### config.mk
export PLATFORM = sky130hd
export DESIGN_NAME = sram_fifo_ctrl_flat
export DESIGN_NICKNAME = d
export VERILOG_FILES = /design/src/rtl/sram_fifo_pkg.sv /design/src/rtl/sram_fifo_ctrl_if.sv /design/src/rtl/sram_fifo_obuf.sv /design/src/rtl/sram_fifo_ctrl.sv /design/src/flat_wrapper.sv
export SDC_FILE = /design/constraint.sdc
export NUM_CORES = 1
export LEC_CHECK = 0
export CAP_MARGIN = 10
export CORE_UTILIZATION = 45
export DETAILED_ROUTE_END_ITERATION = 7
export PLACE_DENSITY = 0.71
export SKIP_LAST_GASP = 1
export SYNTH_ARGS = -nofsm -noshare
export SYNTH_HDL_FRONTEND = slang
export SYNTH_SLANG_ARGS = --single-unit
### constraint.sdc
create_clock -name clock -period 12.56 [get_ports clock]
set_clock_uncertainty 0.1 [all_clocks]
set_input_delay 3.14 -clock clock [delete_from_list [all_inputs] [get_ports clock]]
set_output_delay 3.14 -clock clock [all_outputs]
set_load 0.02 [all_outputs]
### src/rtl/sram_fifo_pkg.sv
// Shared defaults for the SRAM-backed FIFO controller: geometry and the fixed RAM write mask.
package sram_fifo_pkg;
    localparam int DEF_DEPTH  = 2048;
    localparam int DEF_WIDTH  = 4;
    localparam int DEF_ADDR_W = 11;
    localparam int DEF_CNT_W  = 12;

    localparam logic [1:0] MEM_W_MASK = 2'b11;
endpackage

### src/rtl/sram_fifo_ctrl_if.sv
// Enqueue/dequeue handshake bundle of the SRAM FIFO plus its occupancy count.
// Handshake: a transfer fires on a side in a cycle where valid and ready are both high at the rising edge.
interface sram_fifo_ctrl_if
    import sram_fifo_pkg::*;
#(
    parameter int WIDTH = DEF_WIDTH,
    parameter int CNT_W = DEF_CNT_W
);
    logic             enq_valid;
    logic             enq_ready;
    logic [WIDTH-1:0] enq_bits;
    logic             deq_valid;
    logic             deq_ready;
    logic [WIDTH-1:0] deq_bits;
    logic [CNT_W-1:0] count;

    modport slave (
        input  enq_valid, enq_bits, deq_ready,
        output enq_ready, deq_valid, deq_bits, count
    );

    modport master (
        output enq_valid, enq_bits, deq_ready,
        input  enq_ready, deq_valid, deq_bits, count
    );
endinterface

### src/rtl/sram_fifo_obuf.sv
// Two-entry output buffer in front of the RAM; head is a flop so deq_bits has no logic behind it.
module sram_fifo_obuf
    import sram_fifo_pkg::*;
#(
    parameter int WIDTH = DEF_WIDTH
) (
    input  logic             clock,
    input  logic             reset_n,
    input  logic             push,
    input  logic [WIDTH-1:0] push_data,
    input  logic             pop,
    output logic [1:0]       cnt,
    output logic [WIDTH-1:0] head
);
    logic [WIDTH-1:0] head_q, head_d;
    logic [WIDTH-1:0] tail_q, tail_d;
    logic [1:0]       cnt_q, cnt_d;

    always_comb begin
        head_d = head_q;
        tail_d = tail_q;
        cnt_d  = cnt_q;
        case ({push, pop})
            2'b10: begin
                if (cnt_q == 2'd0) head_d = push_data;
                else               tail_d = push_data;
                cnt_d = cnt_q + 2'd1;
            end
            2'b01: begin
                head_d = tail_q;
                cnt_d  = cnt_q - 2'd1;
            end
            2'b11: begin
                // Occupancy is unchanged; the new word lands behind whatever survives the pop.
                if (cnt_q == 2'd2) begin
                    head_d = tail_q;
                    tail_d = push_data;
                end else begin
                    head_d = push_data;
                end
            end
            default: ;
        endcase
    end

    always_ff @(posedge clock or negedge reset_n) begin
        if (!reset_n) begin
            head_q <= '0;
            tail_q <= '0;
            cnt_q  <= 2'd0;
        end else begin
            head_q <= head_d;
            tail_q <= tail_d;
            cnt_q  <= cnt_d;
        end
    end

    assign cnt  = cnt_q;
    assign head = head_q;
endmodule

### src/rtl/sram_fifo_ctrl.sv
// Ready/valid FIFO on an external two-port sync-read RAM with a 2-entry output buffer.
// Optional SRAM_FIFO_BYPASS_EN: when the RAM path is empty, enqueued words go straight to the buffer.
module sram_fifo_ctrl
    import sram_fifo_pkg::*;
#(
    parameter int DEPTH  = DEF_DEPTH,
    parameter int WIDTH  = DEF_WIDTH,
    parameter int ADDR_W = DEF_ADDR_W,
    parameter int CNT_W  = DEF_CNT_W
) (
    input  logic              clock,
    input  logic              reset_n,
    sram_fifo_ctrl_if.slave   io,
    output logic              mem_r_en,
    output logic [ADDR_W-1:0] mem_r_addr,
    input  logic [WIDTH-1:0]  mem_r_data,
    output logic              mem_w_en,
    output logic [ADDR_W-1:0] mem_w_addr,
    output logic [WIDTH-1:0]  mem_w_data,
    output logic [1:0]        mem_w_mask
);
    localparam logic [CNT_W-1:0]  DEPTH_C   = CNT_W'(DEPTH);
    localparam logic [ADDR_W-1:0] LAST_ADDR = ADDR_W'(DEPTH - 1);

    function automatic logic [ADDR_W-1:0] next_ptr(input logic [ADDR_W-1:0] p);
        return (p == LAST_ADDR) ? '0 : p + 1'b1;
    endfunction

    logic [ADDR_W-1:0] wr_ptr_q, wr_ptr_d;
    logic [ADDR_W-1:0] rd_ptr_q, rd_ptr_d;
    logic [CNT_W-1:0]  ram_cnt_q, ram_cnt_d;
    logic              inflight_q, inflight_d;

    logic [1:0]        buf_cnt;
    logic [WIDTH-1:0]  buf_head;
    logic              enq_fire, deq_fire, bypass, ram_wr, rd_issue, buf_push;
    logic [2:0]        occ_after;
    logic [WIDTH-1:0]  push_data;

    always_comb begin
        io.enq_ready = (ram_cnt_q < DEPTH_C);
        io.deq_valid = (buf_cnt != 2'd0);
        io.deq_bits  = buf_head;
        io.count     = ram_cnt_q + CNT_W'(inflight_q) + CNT_W'(buf_cnt);

        enq_fire  = io.enq_valid & io.enq_ready;
        deq_fire  = io.deq_valid & io.deq_ready;
        // Buffer slots still claimed after this cycle's pop, counting a read already on its way.
        occ_after = 3'(buf_cnt) + 3'(inflight_q) - 3'(deq_fire);
`ifdef SRAM_FIFO_BYPASS_EN
        bypass    = enq_fire & (ram_cnt_q == '0) & ~inflight_q & (occ_after < 3'd2);
`else
        bypass    = 1'b0;
`endif
        // Writes are suppressed while reset is held so no RAM location is touched during reset.
        ram_wr    = enq_fire & ~bypass & reset_n;
        // Only words counted in ram_cnt_q (committed at earlier edges) are ever read.
        rd_issue  = (ram_cnt_q != '0) & (occ_after <= 3'd1);

        buf_push  = inflight_q | bypass;
        push_data = inflight_q ? mem_r_data : io.enq_bits;

        wr_ptr_d   = ram_wr   ? next_ptr(wr_ptr_q) : wr_ptr_q;
        rd_ptr_d   = rd_issue ? next_ptr(rd_ptr_q) : rd_ptr_q;
        ram_cnt_d  = ram_cnt_q + CNT_W'(ram_wr) - CNT_W'(rd_issue);
        inflight_d = rd_issue;

        mem_w_en   = ram_wr;
        mem_w_addr = wr_ptr_q;
        mem_w_data = io.enq_bits;
        mem_w_mask = MEM_W_MASK;
        mem_r_en   = rd_issue;
        mem_r_addr = rd_ptr_q;
    end

    always_ff @(posedge clock or negedge reset_n) begin
        if (!reset_n) begin
            wr_ptr_q   <= '0;
            rd_ptr_q   <= '0;
            ram_cnt_q  <= '0;
            inflight_q <= 1'b0;
        end else begin
            wr_ptr_q   <= wr_ptr_d;
            rd_ptr_q   <= rd_ptr_d;
            ram_cnt_q  <= ram_cnt_d;
            inflight_q <= inflight_d;
        end
    end

    sram_fifo_obuf #(.WIDTH(WIDTH)) u_obuf (
        .clock     (clock),
        .reset_n   (reset_n),
        .push      (buf_push),
        .push_data (push_data),
        .pop       (deq_fire),
        .cnt       (buf_cnt),
        .head      (buf_head)
    );
endmodule

### src/flat_wrapper.sv
// flat-port wrapper written by rule: the top's interface ports become plain ports
module sram_fifo_ctrl_flat import sram_fifo_pkg::*;
#(
    parameter int DEPTH  = DEF_DEPTH,
    parameter int WIDTH  = DEF_WIDTH,
    parameter int ADDR_W = DEF_ADDR_W,
    parameter int CNT_W  = DEF_CNT_W
)
  (clock, reset_n, mem_r_en, mem_r_addr, mem_r_data, mem_w_en, mem_w_addr, mem_w_data, mem_w_mask, io_enq_valid, io_enq_bits, io_deq_ready, io_enq_ready, io_deq_valid, io_deq_bits, io_count);
  sram_fifo_ctrl_if #(.WIDTH(WIDTH), .CNT_W(CNT_W)) io_i ();
  input  logic clock;
  input  logic reset_n;
  output logic mem_r_en;
  output logic [ADDR_W-1:0] mem_r_addr;
  input  logic [WIDTH-1:0] mem_r_data;
  output logic mem_w_en;
  output logic [ADDR_W-1:0] mem_w_addr;
  output logic [WIDTH-1:0] mem_w_data;
  output logic [1:0] mem_w_mask;
  input wire logic [$bits(io_i.enq_valid)-1:0] io_enq_valid;
  input wire logic [$bits(io_i.enq_bits)-1:0] io_enq_bits;
  input wire logic [$bits(io_i.deq_ready)-1:0] io_deq_ready;
  output wire logic [$bits(io_i.enq_ready)-1:0] io_enq_ready;
  output wire logic [$bits(io_i.deq_valid)-1:0] io_deq_valid;
  output wire logic [$bits(io_i.deq_bits)-1:0] io_deq_bits;
  output wire logic [$bits(io_i.count)-1:0] io_count;
  assign io_i.enq_valid = io_enq_valid;
  assign io_i.enq_bits = io_enq_bits;
  assign io_i.deq_ready = io_deq_ready;
  assign io_enq_ready = io_i.enq_ready;
  assign io_deq_valid = io_i.deq_valid;
  assign io_deq_bits = io_i.deq_bits;
  assign io_count = io_i.count;
  sram_fifo_ctrl #(.DEPTH(DEPTH), .WIDTH(WIDTH), .ADDR_W(ADDR_W), .CNT_W(CNT_W)) u_core (.clock(clock), .reset_n(reset_n), .io(io_i), .mem_r_en(mem_r_en), .mem_r_addr(mem_r_addr), .mem_r_data(mem_r_data), .mem_w_en(mem_w_en), .mem_w_addr(mem_w_addr), .mem_w_data(mem_w_data), .mem_w_mask(mem_w_mask));
endmodule
==> impl_metrics.env <==
export IMPL_synth_edf_count=0
export IMPL_syn2layout_area_growth_pct=23.96
export IMPL_h_tree_depth=2
export IMPL_antenna_found_initial=0
export IMPL_grt_pass1_vias=2186
export IMPL_finalInstanceArea_sq_um=3696
export IMPL_drtIter0Drc=67
export IMPL_cts_buffer_depth=2
export IMPL_insertion_delay_ns=0.30
export IMPL_end_kind="primary output"
export IMPL_synth_simple_area_share=0.1683
export IMPL_ir_drop_mv=0.1851
export IMPL_synth_area_sq_um=2982
export IMPL_hold_start="u_core.u_obuf.head[2]$_DFFE_PN0P_"
export IMPL_wl_per_cell_microns=12.59
export IMPL_hp_class="register to register"
export IMPL_fmax_mhz=108.7
export IMPL_grt_overflow=0
export IMPL_track_usage=0.1733
export IMPL_syn_mean_instance_area_sq_um=9.712
export IMPL_gp_congestion=0.7873
export IMPL_synth_compound_area_frac=0.1078
export IMPL_clock_sinks=45
export IMPL_rows=29
export IMPL_yosys_warnings=0
export IMPL_seq_area_sq_um=1126
export IMPL_p_per_area_nw_per_um2=294.6
export IMPL_cts_repair_resized=0
export IMPL_dpl_hpwl_microns=4455
export IMPL_drtPass1Iterations=4
export IMPL_hold_violations=0
export IMPL_min_period_over_period=0.7322
export IMPL_power_leakage_uw=0.001697
export IMPL_start_util=0.4669
export IMPL_post_synth_mux_area_share=0.01343
export IMPL_grt_pass1_wl_microns=9880
export IMPL_die_x_microns=83.40
export IMPL_max_slew_margin_rel=0.6194
export IMPL_hold_ws_ns=0.3814
export IMPL_synthTopCellsByArea="dfrtp_1 (38%), ha_1 (14%), xnor2_1 (6.5%), inv_1 (3.9%), nand2_1 (3.7%)"
export IMPL_worstReg2RegStart="u_core.u_obuf.cnt[1]$_DFFE_PN0N_"
export IMPL_root_buffer="clkbuf_8"
export IMPL_drc=0
export IMPL_tightest_slew_ns=0.5709
export IMPL_die_height_microns=83.40
export IMPL_finalMaxSlewViolations=0
export IMPL_hold_buffers=0
export IMPL_dr_total_vias=2245
export IMPL_layout_min_cycle_time_ns=9.197
export IMPL_setup_viol=0
export IMPL_synth_xor_area_frac=0.1078
export IMPL_fin_total_pwr_uw=1089
export IMPL_multiInputGateArea_sq_um=1685
export IMPL_post_cts_buffers=0
export IMPL_clk_pin_slew_ns=0.08
export IMPL_cp_arrival_ns=5.96
export IMPL_syn_inst=307
export IMPL_die_area_sq_um=6956
export IMPL_synth_top_area_cell="dfrtp_1"
export IMPL_place_area_sq_um=3606
export IMPL_antennaDiodeCount=0
export IMPL_routed_via_density=5.056
export IMPL_yosys_most_used_dff="dfrtp_1"
export IMPL_fp_coreArea_sq_um=6386
export IMPL_setup_tns_ns=0
export IMPL_synth_distinct_cells=45
export IMPL_post_synth_top_area_fraction=0.3777
export IMPL_drive_gt1_frac=0.05995
export IMPL_cp_start_kind="primary input"
export IMPL_path_max_fanout=12
export IMPL_synthArstFlopShare=1.000
export IMPL_synth_top_family_by_area="simple AND/OR/NAND/NOR gates"
export IMPL_nets=415
export IMPL_crit_start="io_deq_ready"
export IMPL_cts_buffers=5
export IMPL_status="complete, no violations"
export IMPL_synth_seq_cells=45
export IMPL_grt_max_degree=47
export IMPL_fill_cells=571
export IMPL_criticalPathCategory="primary input to primary output"
export IMPL_synthAdderAreaFrac=0.1653
export IMPL_cts_tree="done"
export IMPL_yosysSeqAreaShare=0.3777
export IMPL_worstPathRequired_ns=9.32
export IMPL_port_buffers=57
export IMPL_rsz0062_at_grt="false"
export IMPL_drtAntennaViolNets=0
export IMPL_maxCapViolCount=0
export IMPL_drt_total_wl_microns=5588
export IMPL_io_pins=60
registers in the layout, summed over array words and instances (netlist names):
signal	cells
u_core.buf_push	1
u_core.u_obuf.tail_q	4
u_core.u_obuf.cnt	2
u_core.mem_r_addr	11
u_core.u_obuf.head	4
u_core.ram_cnt_q	12
u_core.mem_w_addr	11
worst max-delay path, cell delays in order:
cell and delay, ns:
clkdlybuf4s50_1 0.45, nor2b_1 0.28, ha_1 0.33, inv_1 0.07, ha_1 0.13, inv_1 0.04
fa_1 0.39, xnor2_2 0.18, o311ai_4 0.18, inv_6 0.14, clkdlybuf4s50_1 0.61
layout make-up:
cell class | instances | share of cell area
clock buffer | 5 | 0.01862
clock inverter | 3 | 0.005755
inverter | 32 | 0.03385
multi-input combinational | 224 | 0.4560
sequential | 45 | 0.3047
tap | 77 | 0.02607
timing repair buffer | 58 | 0.1550
synthesized netlist by cell type (2+ instances only):
cell and instances:
ha_1 33, and3_1 4, and2_1 2, nand3b_1 5, buf_4 6, nand2_1 29
o31ai_1 2, o21ai_0 13, nand4_1 6, a31oi_1 3, inv_1 31, nor2b_1 5
xnor2_2 2, mux2i_1 4, nor2_1 24, dfrtp_1 45, nand3_1 9, a21oi_1 14
xnor2_1 22, fa_1 4, xor2_1 11, nor3_1 5, nand2b_1 3, nor4_2 2
a21o_1 3
stage by stage:
step | instances | utilization | setup slack, ns
6_report | 444 | 0.5788 | 3.363
5_1_grt | 444 | 0.5788 | 3.214
4_1_cts | 444 | 0.5788 | 3.347
3_5_place_dp | 436 | 0.5647 | 3.357
3_3_place_gp | 436 | 0.5647 | 3.384
2_1_floorplan | 308 | - | 4.542
where the power goes:
part,leakage [uW],switching [uW],internal (uW)
registers,0.000564,68.2,206
logic,0.00109,384,340
clock network,0.0000445,51.0,39.5
routing by layer:
metal / part of all wire / vias up / wire length (microns) / GRT usage
met4: 0.011 / 0 / 61 / 0.04702
met1: 0.46 / 1059 / 2566 / 0.2230
met3: 0.034 / 7 / 192 / 0.02982
met5: 0 / - / 0 / 0
li1: - / 1139 / - / -
met2: 0.50 / 40 / 2768 / 0.3003
placed cells by master, fill, tap and decap left out, types with 2 or more instances in the layout:
master / synthesis / final
and3_1: 4 / 4
xnor2_1: 22 / 22
a21oi_1: 14 / 14
mux2i_1: 4 / 4
nand3b_1: 5 / 5
fa_1: 4 / 4
conb_1: 1 / 2
xor2_1: 11 / 11
nor2b_1: 5 / 5
nor2_1: 24 / 24
inv_6: 1 / 2
nand2_1: 29 / 29
nand3_1: 9 / 9
o21ai_0: 13 / 13
nor3_1: 5 / 5
dfrtp_1: 45 / 45
clkbuf_8: 0 / 5
a31oi_1: 3 / 3
clkdlybuf4s50_1: 0 / 56
and2_1: 2 / 2
ha_1: 33 / 33
inv_1: 31 / 31
nand2b_1: 3 / 3
nor4_2: 2 / 2
nand4_1: 6 / 6
a21o_1: 3 / 3
xnor2_2: 2 / 2
o31ai_1: 2 / 2
path summary, 6_finish.rpt:
kind	depth (start not counted)	slack, ns	end
hold / removal	2	0.38	u_core.u_obuf.head[2]$_DFFE_PN0P_
setup / recovery	11	3.36	mem_r_en
hold reg to reg	2	0.38	u_core.u_obuf.head[2]$_DFFE_PN0P_
max in group asynchronous	2	9.16	u_core.mem_r_addr[1]$_DFFE_PN0P_
setup reg to reg	19	7.83	u_core.ram_cnt_q[10]$_DFF_PN0_
min in group asynchronous	2	2.82	u_core.mem_r_addr[3]$_DFFE_PN0P_
logic make-up (layout without fill, tap and decap cells):
family	Yosys count	count (layout)
muxes	4	4
xor gates and xnor gates	35	35
DFF	45	45
AOI/OAI and AO/OA	47	47
adders and majority gates	37	37
other	1	2
buffers and inverters	39	98
and+or+nand+nor	99	99
(Power assumes the default switching activity.)
